**config.mk**
```make
export PLATFORM = sky130hd
export DESIGN_NAME = mem_arbiter
export DESIGN_NICKNAME = d
export VERILOG_FILES = /design/src/rtl/mem_arbiter.sv
export SDC_FILE = /design/constraint.sdc
export NUM_CORES = 1
export LEC_CHECK = 0
export CORE_AREA = 2 2 231 233
export CTS_CLUSTER_DIAMETER = 30
export DETAILED_ROUTE_END_ITERATION = 16
export DIE_AREA = 0 0 233 235
export PLACE_DENSITY = 0.46
export SLEW_MARGIN = 20
export SYNTH_ARGS = -nofsm -noshare
export SYNTH_HDL_FRONTEND = slang
export SYNTH_SLANG_ARGS = --single-unit
```
**constraint.sdc**
```tcl
create_clock -name clk -period 2.4 [get_ports clk]
set_clock_uncertainty 0.05 [all_clocks]
set_input_delay 0.6 -clock clk [delete_from_list [all_inputs] [get_ports clk]]
set_output_delay 0.6 -clock clk [all_outputs]
set_load 0.005 [all_outputs]
```
**src/rtl/mem_arbiter.sv**
```systemverilog
// mem_arbiter: shares the single-ported memory between the instruction-fetch unit (read only)
// and the load/store unit (read/write). Valid/ready requests, round-robin tie-break, one-cycle
// response pulses. Misaligned accesses are answered with an error and never reach memory.
//
// Ports:
//   clk, rst            clock, synchronous active-high reset
//   ifu_req_*/ifu_raddr IFU fetch request (always a 32-bit access)
//   ifu_resp_*          IFU response pulse, zero-extended word, misalignment error
//   lsu_req_*/lsu_*     LSU request: wen, addr, wdata, access width
//   lsu_resp_*          LSU response pulse (loads and stores), load data, misalignment error
//   mem_*               memory-side read/write controls; mem_rdata valid the cycle after mem_ren
//
// Width encoding on *_wdt_op: 0 = 8 bit, 1 = 16 bit, 2 = 32 bit, 3 = 64 bit.
module mem_arbiter #(
  parameter int unsigned ADDR_W = 64,
  parameter int unsigned DATA_W = 64,
  parameter int unsigned WDT_W  = 2
) (
  input  logic              clk,
  input  logic              rst,
  // IFU
  input  logic              ifu_req_valid,
  output logic              ifu_req_ready,
  input  logic [ADDR_W-1:0] ifu_raddr,
  output logic              ifu_resp_valid,
  output logic [DATA_W-1:0] ifu_rdata,
  output logic              ifu_resp_err,
  // LSU
  input  logic              lsu_req_valid,
  output logic              lsu_req_ready,
  input  logic              lsu_wen,
  input  logic [ADDR_W-1:0] lsu_addr,
  input  logic [DATA_W-1:0] lsu_wdata,
  input  logic [WDT_W-1:0]  lsu_wdt_op,
  output logic              lsu_resp_valid,
  output logic [DATA_W-1:0] lsu_rdata,
  output logic              lsu_resp_err,
  // Memory
  output logic [ADDR_W-1:0] mem_raddr,
  output logic [ADDR_W-1:0] mem_waddr,
  output logic [DATA_W-1:0] mem_wdata,
  output logic              mem_ren,
  output logic              mem_wen,
  output logic [WDT_W-1:0]  mem_wdt_op,
  input  logic [DATA_W-1:0] mem_rdata
);

  localparam logic [WDT_W-1:0] WDT16 = WDT_W'(1);
  localparam logic [WDT_W-1:0] WDT32 = WDT_W'(2);
  localparam logic [WDT_W-1:0] WDT64 = WDT_W'(3);

  typedef enum logic [1:0] {StIdle, StRwait, StResp} state_t;

  state_t              r_state;
  logic                r_last_lsu;   // 1: most recent grant went to the LSU
  logic                r_owner_lsu;  // owner of the read in flight
  logic [ADDR_W-1:0]   r_addr;
  logic [WDT_W-1:0]    r_op;
  logic                r_ifu_resp_valid;
  logic [DATA_W-1:0]   r_ifu_rdata;
  logic                r_ifu_resp_err;
  logic                r_lsu_resp_valid;
  logic [DATA_W-1:0]   r_lsu_rdata;
  logic                r_lsu_resp_err;

  logic                w_idle;
  logic                w_pick_lsu;
  logic                w_grant_lsu;
  logic                w_grant_ifu;
  logic                w_grant;
  logic [ADDR_W-1:0]   w_g_addr;
  logic [WDT_W-1:0]    w_g_op;
  logic                w_g_wen;
  logic                w_misalign;

  // Readies are gated by rst so nothing is accepted while reset is held.
  assign w_idle      = (r_state == StIdle) && !rst;
  // LSU wins when alone, or on a tie when the IFU was granted last.
  assign w_pick_lsu  = lsu_req_valid && (!ifu_req_valid || !r_last_lsu);
  assign w_grant_lsu = w_idle && w_pick_lsu;
  assign w_grant_ifu = w_idle && ifu_req_valid && !w_pick_lsu;
  assign w_grant     = w_grant_lsu || w_grant_ifu;

  assign ifu_req_ready = w_grant_ifu;
  assign lsu_req_ready = w_grant_lsu;

  assign w_g_addr = w_grant_lsu ? lsu_addr : ifu_raddr;
  assign w_g_op   = w_grant_lsu ? lsu_wdt_op : WDT32;
  assign w_g_wen  = w_grant_lsu && lsu_wen;

  always_comb begin
    w_misalign = 1'b0;
    case (w_g_op)
      WDT16:   w_misalign = w_g_addr[0];
      WDT32:   w_misalign = |w_g_addr[1:0];
      WDT64:   w_misalign = |w_g_addr[2:0];
      default: w_misalign = 1'b0;
    endcase
  end

  // Memory controls: driven from the request in the grant cycle, from the latched copy in
  // RWAIT (memory slices mem_rdata from raddr/op combinationally), otherwise all zero.
  always_comb begin
    mem_ren    = 1'b0;
    mem_wen    = 1'b0;
    mem_raddr  = '0;
    mem_waddr  = '0;
    mem_wdata  = '0;
    mem_wdt_op = '0;
    if (w_grant && !w_misalign) begin
      if (w_g_wen) begin
        mem_wen    = 1'b1;
        mem_waddr  = w_g_addr;
        mem_wdata  = lsu_wdata;
        mem_wdt_op = w_g_op;
      end else begin
        mem_ren    = 1'b1;
        mem_raddr  = w_g_addr;
        mem_wdt_op = w_g_op;
      end
    end else if (r_state == StRwait) begin
      mem_raddr  = r_addr;
      mem_wdt_op = r_op;
    end
  end

  always_ff @(posedge clk) begin
    if (rst) begin
      r_state          <= StIdle;
      r_last_lsu       <= 1'b0;
      r_owner_lsu      <= 1'b0;
      r_addr           <= '0;
      r_op             <= '0;
      r_ifu_resp_valid <= 1'b0;
      r_ifu_rdata      <= '0;
      r_ifu_resp_err   <= 1'b0;
      r_lsu_resp_valid <= 1'b0;
      r_lsu_rdata      <= '0;
      r_lsu_resp_err   <= 1'b0;
    end else begin
      r_ifu_resp_valid <= 1'b0;
      r_lsu_resp_valid <= 1'b0;
      case (r_state)
        StIdle: begin
          if (w_grant) begin
            r_last_lsu  <= w_grant_lsu;
            r_owner_lsu <= w_grant_lsu;
            if (w_misalign || w_g_wen) begin
              // Stores and errors answer straight away with zero data.
              r_state <= StResp;
              if (w_grant_lsu) begin
                r_lsu_resp_valid <= 1'b1;
                r_lsu_rdata      <= '0;
                r_lsu_resp_err   <= w_misalign;
              end else begin
                r_ifu_resp_valid <= 1'b1;
                r_ifu_rdata      <= '0;
                r_ifu_resp_err   <= 1'b1;
              end
            end else begin
              r_state <= StRwait;
              r_addr  <= w_g_addr;
              r_op    <= w_g_op;
            end
          end
        end
        StRwait: begin
          r_state <= StResp;
          if (r_owner_lsu) begin
            r_lsu_resp_valid <= 1'b1;
            r_lsu_rdata      <= mem_rdata;
            r_lsu_resp_err   <= 1'b0;
          end else begin
            r_ifu_resp_valid <= 1'b1;
            r_ifu_rdata      <= DATA_W'(mem_rdata[31:0]);
            r_ifu_resp_err   <= 1'b0;
          end
        end
        StResp:  r_state <= StIdle;
        default: r_state <= StIdle;
      endcase
    end
  end

  assign ifu_resp_valid = r_ifu_resp_valid;
  assign ifu_rdata      = r_ifu_rdata;
  assign ifu_resp_err   = r_ifu_resp_err;
  assign lsu_resp_valid = r_lsu_resp_valid;
  assign lsu_rdata      = r_lsu_rdata;
  assign lsu_resp_err   = r_lsu_resp_err;

endmodule
```
== Yosys cells after proc, flatten, opt, wreduce, memory -nomap -nowiden ==
Index checks and enable logic that the tools add are counted.

* Eq/ne operators: 10
* Muxes and demuxes: 49
* Bitwise logic cells: 1
* Reductions and logical operators: 23

{| class="wikitable"
|+ Operator list
! cell !! count
|-
| $mux W64 || 16
|-
| $pmux W64 S2 || 2
|-
| $mux W1 || 20
|-
| $mux W2 || 5
|-
| $ne A2 B2 Y1 const B || 5
|-
| $reduce_and A5 Y1 || 2
|-
| $pmux W1 S2 || 4
|-
| $logic_and A1 B1 Y1 || 7
|-
| $logic_not A1 Y1 || 5
|-
| $eq A2 B1 Y1 const B || 2
|-
| $eq A2 B2 Y1 const B || 2
|-
| $pmux W2 S2 || 1
|-
| $logic_or A1 B1 Y1 || 3
|-
| $pmux W1 S3 || 1
|-
| $reduce_and A3 Y1 || 1
|-
| $reduce_or A3 Y1 || 1
|-
| $logic_not A2 Y1 || 1
|-
| $ne A2 B1 Y1 const B || 1
|-
| $reduce_and A2 Y1 || 1
|-
| $reduce_bool A2 Y1 || 1
|-
| $reduce_or A2 Y1 || 1
|-
| $not A1 Y1 || 1
|}

* Bits in registers: 201
* Bits of input ports: 263
* Output and inout port bits: 330
* Word-level logic and storage cells: 93

== Logic depth before layout (Yosys ltp) ==
Gate-level depths: netlist (run 1).

* Word-level depth: 11
* Gate-level depth with buffers: 8
* Gate-level depth less buffers: 5

== Worst setup path after synthesis (run 1) ==
OpenSTA, ideal clock, no wires.

* Path kind: in2out
* Start point: in lsu_wdt_op[0]
* End point: out mem_raddr[57]
* Arrival: 2011 ps
* Data required time: 1750 ps
* Slack: -261 ps
* Cell stages on the path: 5
* Buffers on the path: 1
* Path through: a211o_1 > a2111oi_4 > nor2_2 > clkbuf_1 > o21ai_0

* Longest elaborated chain between the ends: 6
* Elaborated cells on any way between the ends: 8
* Classes of those cells: 3 x eq/ne; 3 x mux; 2 x reduce/logical

{| class="wikitable"
|+ Ends and longest elaborated chain
! item !! line !! source
|-
| start: declaration || 34 || <nowiki>input logic [WDT_W-1:0] lsu_wdt_op,</nowiki>
|-
| $mux W2 (*) || 88 || <nowiki>assign w_g_op = w_grant_lsu ? lsu_wdt_op : WDT32;</nowiki>
|-
| $eq A2 B2 Y1 or $eq A2 B1 Y1 (tied branches) || 93 || <nowiki>case (w_g_op)</nowiki>
|-
| $pmux W1 S3 (*) || 93 ||
|-
| $logic_not A1 Y1 (*) || 110 || <nowiki>if (w_grant && !w_misalign) begin</nowiki>
|-
| $logic_and A1 B1 Y1 (*) || 110 ||
|-
| $mux W64 (*) || 110 ||
|-
| end: declaration || 39 || <nowiki>output logic [ADDR_W-1:0] mem_raddr,</nowiki>
|}

Mark *: on every way between the ends. The rest lies on a longest branch, timed or not.

== Final worst setup path (run 1) ==
* Start point: reg r_state[0]
* End point: out mem_wdata[39]

* Longest elaborated chain between the ends: 9
* Elaborated cells on any way between the ends: 19
* Classes of those cells: 3 x eq/ne; 5 x mux; 11 x reduce/logical

{| class="wikitable"
|+ Ends and longest elaborated chain
! item !! line !! source
|-
| start: declaration || 54 || <nowiki>state_t r_state;</nowiki>
|-
| start signal: assignment || 129 || <nowiki>r_state <= StIdle;</nowiki>
|-
| start signal: assignment || 150 || <nowiki>r_state <= StResp;</nowiki>
|-
| start signal: assignment || 161 || <nowiki>r_state <= StRwait;</nowiki>
|-
| $logic_not A2 Y1 (*) || 77 || <nowiki>assign w_idle = (r_state == StIdle) && !rst;</nowiki>
|-
| $logic_and A1 B1 Y1 (*) || 77 ||
|-
| $logic_and A1 B1 Y1 || 80 || <nowiki>assign w_grant_lsu = w_idle && w_pick_lsu;</nowiki>
|-
| $mux W2 or $mux W64 (tied branches) || 88, 87 ||
|-
| $eq A2 B2 Y1, or another cell as far along || 93 ||
|-
| $pmux W1 S3 || 93 ||
|-
| $logic_not A1 Y1 || 110 ||
|-
| $logic_and A1 B1 Y1 || 110 ||
|-
| $mux W64 (*) || 110 ||
|-
| end: declaration || 41 || <nowiki>output logic [DATA_W-1:0] mem_wdata,</nowiki>
|}

Marked as above.

==> impl_metrics.csv, run 1 <==
group,metric,value,unit
pwr,p_per_area,436,nW/um2
yosys,yosysWarnings,0,
setup_path,critPathRequiredTime,1750,ps
setup_path,worst_setup_path_start_kind,"flop",
run,cap_violations,0,
setup_path,critPathCaptureType,"output port",
setup_path,worst-path-max-fanout,15,
placement,numPortBuffers,560,
min_path,hold_class,"in2reg",
clock_network,clk_latency,480,ps
floorplanning,num_rows,84,
setup_path,max_stage_delay,350,ps
setup_path,critPathTopFamily,"buffers and inverters",
pwr,clkPwrFrac,35.5,%
floorplanning,die_area,54800,um2
global_route,grt_use_total,19.0,%
routing,wirelength,56000,um
pwr,switchingPower,2.41,mW
final_layout,multi_input_area,5670,um2
sta,setup_viol,196,
pwr,power_frac_comb,28.8,%
final_layout,fill_cells,5263,
final_layout,post-route-util,37.0,%
yosys,ys_seq_area_share,38.1,%
floorplanning,die_w,233,um
clock_network,cts.clk_slew.worst_paths,70,ps
routing,num_vias,10800,
clock_network,clockBufferDepth,2,
pwr,p_int,6.00,mW
setup_path,path_buf_inv,8,
clock_network,htreeDepth,4,
clock_network,cts-root-buf,"clkbuf_16",
routing,drtAntennaViolNets,0,
setup_path,crit_arrival,2370,ps
yosys,netlist_instances,979,
placement,place_congestion,0.918,
global_route,grt-ovfl-total,0,
sta,finalHoldViolations,0,
final_layout,drive_gt1_share,43.8,%
clock_network,cts_buffers,17,
global_route,grt_pass1_wl,75700,um
yosys,synthArstFlopShare,0,%
clock_network,holdBufCountCts,0,
placement,dp.cells,2282,
global_route,grt_pass1_vias,10700,
routing,drc,0,
yosys,ys_ff_latch,169,
sta,slew_viol_final,0,
setup_path,path_class,"reg2out",
pwr,seqPwrFrac,35.6,%
placement,place_ws,-1320,ps
pwr,p_sw_share,28.7,%
pwr,ir_worst_vdd,0.000477,V
sta,tightest_slew,862,ps
yosys,synth_flop_cell,"dfxtp_1",
floorplanning,fp.dieH,235,um
sta,rsz0062_at_grt,"yes",
global_route,antenna_found_initial,13,
sta,tns,-98210,ps
pwr,power_leakage,7.83,nW
yosys,syn_area,8870,um2
sta,setup_ws,-624,ps
routing,drt_iter0_markers,463,
final_layout,seq_area,3390,um2
sta,worst_slew_margin_rel,42.5,%
clock_network,tritoncts,"done",
floorplanning,core_area,52200,um2
yosys,syn_area_per_cell,9.07,um2
setup_path,critical-path-slowest-cell,"dfxtp_4",
placement,dp_hpwl,39100,um
sta,fmax,331,MHz
final_layout,layout.nets,1986,
floorplanning,ios,593,
yosys,ys_types,44,
status,failed_checks,"negative setup slack",
routing,drt-vias-per-instance,4.43,
yosys,synth_edf_count,0,
routing,firstDrtPassIters,5,
status,status,"finished with violations",
final_layout,fin_cells,2427,
routing,wl_per_cell,23.1,um
floorplanning,start_util,17.0,%
sta,period_minus_slack,3020,ps
global_route,grt_max_degree,55,
sta,fin_crit_sh,126,%
final_layout,area_growth,118,%
clock_network,clkSinkCount,169,
setup_path,crit_top_cell,"buf_12",
setup_path,path_cells,"buf_6, nor3_2, buf_4, nand2_4, inv_2, and3_4, buf_12, buf_12, buf_12, buf_12, and2_1, clkdlybuf4s15_2",
## registers in the layout, indices dropped and copies added, names as in the netlist
register,flops
lsu_rdata,64
lsu_resp_err,1
ifu_rdata,32
r_addr,64
lsu_resp_valid,1
r_owner_lsu,1
ifu_resp_valid,1
r_op,2
ifu_resp_err,1
r_state,2
## Yosys cell counts, types with 2 or more instances
cell / number / area share, %
a2111o_1: 2 / 0.25
a211oi_1: 10 / 0.85
a21oi_1: 8 / 0.45
a22o_1: 36 / 3.6
a32oi_1: 64 / 6.3
and2_1: 128 / 9.0
and3_1: 3 / 0.21
buf_1: 3 / 0.13
buf_2: 14 / 0.79
buf_4: 32 / 2.7
buf_6: 5 / 0.63
clkbuf_1: 79 / 3.3
dfxtp_1: 169 / 38
inv_1: 70 / 3.0
mux2i_1: 62 / 7.0
nand2_1: 67 / 2.8
nand2b_1: 3 / 0.21
nor2_1: 8 / 0.34
nor3_1: 12 / 0.68
o21ai_0: 64 / 3.6
o2bb2ai_1: 23 / 2.3
o2bb2ai_2: 30 / 5.1
o41ai_1: 66 / 6.5
## power groups by stage
stage | combinational (mW) | sequential (mW) | clock (mW)
after CTS | 2.17 | 3.00 | 3.14
after detailed placement | 1.91 | 3.06 | 0
after floorplan | 0.663 | 3.04 | 0
final | 2.43 | 3.00 | 2.99
after global routing | 2.56 | 3.01 | 3.22
after global placement | 1.91 | 3.05 | 0
## metal layers
| layer | part of all wire (%) | vias to the layer above | global-route usage (%) |
|---|---|---|---|
| li1 | - | 5070 | - |
| met1 | 38 | 5173 | 21.2 |
| met2 | 50 | 420 | 32.6 |
| met3 | 8.4 | 73 | 6.91 |
| met4 | 3.2 | 18 | 7.37 |
| met5 | 0.22 | - | 0 |
## final timing paths
| check | from | endpoint | slack [ps] | cells after the start |
|---|---|---|---|---|
| setup / recovery | r_state[0] | mem_wdata[39] | -620 | 12 |
| hold / removal | rst | r_owner_lsu | 370 | 3 |
| setup reg to reg | r_state[0] | ifu_rdata[26] | 100 | 7 |
| hold reg to reg | r_addr[9] | r_addr[9] | 420 | 1 |
## logic make-up after synthesis
group,count (synthesis),share of synthesized area (%)
simple gates,230,14.2
buf+inv,203,10.6
compound gates,314,30.1
flops,169,38.1
mux,62,6.99
other cells,1,0.0423
## layout by cell type, fill, tap and decap left out, types with 3 or more instances in the layout
cell type and n:
conb_1 32, o21ai_2 59, nor2_1 6, nand2_1 65
and2_4 100, dfxtp_1 166, mux2i_4 23, dlygate4sd2_1 9
nor2_4 3, clkbuf_16 26, mux2i_1 21, buf_12 43
buf_6 133, nor3_1 10, buf_4 168, buf_8 11
o41ai_1 66, buf_2 73, clkdlybuf4s50_1 351, inv_1 67
bufinv_16 3, a211oi_1 9, buf_16 13, clkbuf_2 6
o2bb2ai_2 30, o2bb2ai_1 23, a32oi_1 64, mux2i_2 18
a22o_1 36, and2_1 28, clkbuf_8 3, a21oi_1 6
diode_2 4, clkdlybuf4s15_2 7
## layout make-up
cell class                      instances  share of cell area (%)
Timing Repair Buffer                  825                    44.0
Multi-Input combinational cell        640                    29.4
Sequential cell                       169                    17.6
Tap cell                              688                    4.46
Clock buffer                           21                    2.44
Inverter                               70                    1.37
Clock inverter                         10                   0.732
Antenna cell                            4                  0.0518
## per-stage QoR
| step | power (mW) | hold WS [ps] | area, um2 |
|---|---|---|---|
| 2_1_floorplan | 3.71 | 382 | 9050 |
| 3_3_place_gp | 4.96 | 396 | 16300 |
| 3_5_place_dp | 4.96 | 398 | 16300 |
| 4_1_cts | 8.31 | 326 | 18300 |
| 5_1_grt | 8.79 | 360 | 19300 |
| 6_report | 8.41 | 367 | 19300 |
## worst min-delay path, stage by stage
cell,delay [ps]
buf_4,120
buf_4,110
a311oi_1,30
## what timing repair did
item,CTS,global route
gates resized for setup,1039,240
pin swaps,88,63
setup endpoints to repair,286,231
setup buffers,75,27
gates cloned,18,11
hold endpoints to repair,0,0
(Power assumes the default switching activity.)
==> run 2, diff against run 1 <==
--- a/config.mk
+++ b/config.mk
@@ -9,8 +9,7 @@
 export CTS_CLUSTER_DIAMETER = 30
 export DETAILED_ROUTE_END_ITERATION = 16
 export DIE_AREA = 0 0 233 235
-export PLACE_DENSITY = 0.46
-export SLEW_MARGIN = 20
+export PLACE_DENSITY = 0.48
 export SYNTH_ARGS = -nofsm -noshare
 export SYNTH_HDL_FRONTEND = slang
 export SYNTH_SLANG_ARGS = --single-unit
==> run 2 against run 1 <==
Net effect:
- the flow still finishes with violations (negative setup slack)
- die area did not move
- count of clock-buffer cells in the layout shrank 4
- combinational power is 12% lower
- sequential cell count stayed put
- worst hold slack improved by 51 ps
- register-to-register slack lost 330 ps
- cell count fell by 0.95%
- setup slack got worse by 7.2 ps
- critical path depth down 1
- critical path type is now in2out
- largest power group unchanged
- highest routed layer unchanged
==> impl_metrics.csv, run 2 (synthesis results as in run 1) <==
group,metric,value,unit
status,status,"finished with violations",
status,failed_checks,"negative setup slack",
sta,whs,418,ps
global_route,antenna_found_initial,11,
global_route,grt_max_degree,79,
global_route,grt_pass1_wl,73700,um
clock_network,cts.clk_slew.worst_paths,80,ps
placement,place_congestion,0.873,
setup_path,r2r_start,"r_owner_lsu",
sta,worst_slew_margin_rel,30.6,%
floorplanning,ios,593,
final_layout,layout.nets,1960,
clock_network,clk_latency,490,ps
floorplanning,start_util,17.0,%
global_route,grt_pass1_vias,10600,
clock_network,cts_buffers,17,
min_path,hold_class,"reg2reg",
routing,num_vias,10500,
final_layout,area_growth,105,%
routing,drtAntennaViolNets,0,
final_layout,fin_area,18200,um2
clock_network,holdBufCountCts,0,
sta,rsz0062_at_grt,"yes",
routing,wirelength,52000,um
sta,finalHoldViolations,0,
final_layout,drive_gt1_share,36.0,%
floorplanning,fp.dieH,235,um
setup_path,crit_arrival,2380,ps
clock_network,clockBufferDepth,2,
final_layout,post-route-util,34.8,%
clock_network,tritoncts,"done",
global_route,grt-ovfl-total,0,
routing,drt-vias-per-instance,4.38,
routing,wl_per_cell,21.6,um
final_layout,layout_commonest_cell,"clkdlybuf4s50_1",
routing,firstDrtPassIters,5,
placement,numPortBuffers,560,
placement,place_area,16300,um2
pwr,power_leakage,7.60,nW
floorplanning,num_rows,84,
placement,place_ws,-1430,ps
clock_network,cts-root-buf,"clkbuf_16",
sta,setup_viol,250,
run,cap_violations,0,
setup_path,path_class,"in2out",
floorplanning,core_area,52200,um2
floorplanning,die_area,54800,um2
final_layout,fill_cells,5396,
min_path,hp-start,"r_addr[5]",
sta,tightest_slew,1040,ps
sta,setup_ws,-631,ps
setup_path,worst-path-max-fanout,16,
pwr,ir_worst_vdd,0.000593,V
routing,drc,0,
setup_path,worst_setup_path_start_kind,"primary input",
sta,fmax,330,MHz
sta,slew_viol_final,0,
placement,dp_hpwl,37600,um
pwr,p_per_area,442,nW/um2
routing,drt_iter0_markers,432,
setup_path,crit_path_start,"lsu_wdt_op[1]",
setup_path,critPathCaptureType,"output port",
setup_path,critPathRequiredTime,1750,ps
sta,fin_crit_sh,126,%
global_route,grt_use_total,18.3,%
sta,period_minus_slack,3030,ps
pwr,p_total,8.02,mW
final_layout,final_cell_mix,"clkdlybuf4s50_1 (353), buf_4 (170), dfxtp_1 (166)",
floorplanning,die_w,233,um
clock_network,htreeDepth,4,
clock_network,clkSinkCount,169,
[run 2: power by group]
group	total, mW	leakage (nW)	internal, mW	switching (mW)
clock network	2.90	0.291	1.41	1.49
registers	3.00	1.37	2.92	0.0753
logic	2.13	5.94	1.19	0.940
total	8.02	7.60	5.52	2.51
[run 2: area by class of cell]
class | count | area (um2) | area share, %
flip-flops and latches | 169 | 3390 | 18.7
multi-input cells | 639 | 5170 | 28.5
repair buffers | 800 | 7860 | 43.3
diodes | 6 | 15.0 | 0.0827
clock buffers | 17 | 425 | 2.34
clock inverters | 15 | 175 | 0.965
inverters | 70 | 263 | 1.45
well taps | 688 | 861 | 4.74
[run 2: worst max-delay path: stages]
cell	delay, ps
dlygate4sd2_1	320
a21o_1	140
buf_4	130
nand2_2	60
and3_4	200
buf_12	140
buf_12	130
buf_12	120
buf_16	140
and2_1	150
dlygate4sd2_1	250
[run 2: timing repair]
item	4_1_cts	5_1_grt
cloned	14	2
resized for setup	898	77
pin swaps	58	23
endpoints found under the setup margin	252	300
setup buffers	52	17
[run 2: routing by layer]
metal  track usage (%)  share of wire (%)
met5                 0               0.13
met4              7.28                3.1
met3              6.52                8.6
met2              31.6                 50
met1              20.4                 39
[run 2: per-stage QoR]
| stage | std cells | TNS (ps) |
|---|---|---|
| 2_1_floorplan | 1010 | -13080 |
| 3_3_place_gp | 2285 | -324680 |
| 3_5_place_dp | 2285 | -330650 |
| 4_1_cts | 2381 | -117310 |
| 5_1_grt | 2400 | -138610 |
| 6_report | 2404 | -112790 |
[run 2: worst paths after layout]
kind	endpoint	slack [ps]	cells past startpoint
setup / recovery	mem_wdata[41]	-630	11
hold / removal	r_addr[5]	420	1
setup reg to reg	r_addr[3]	-230	10
hold reg to reg	r_addr[5]	420	1
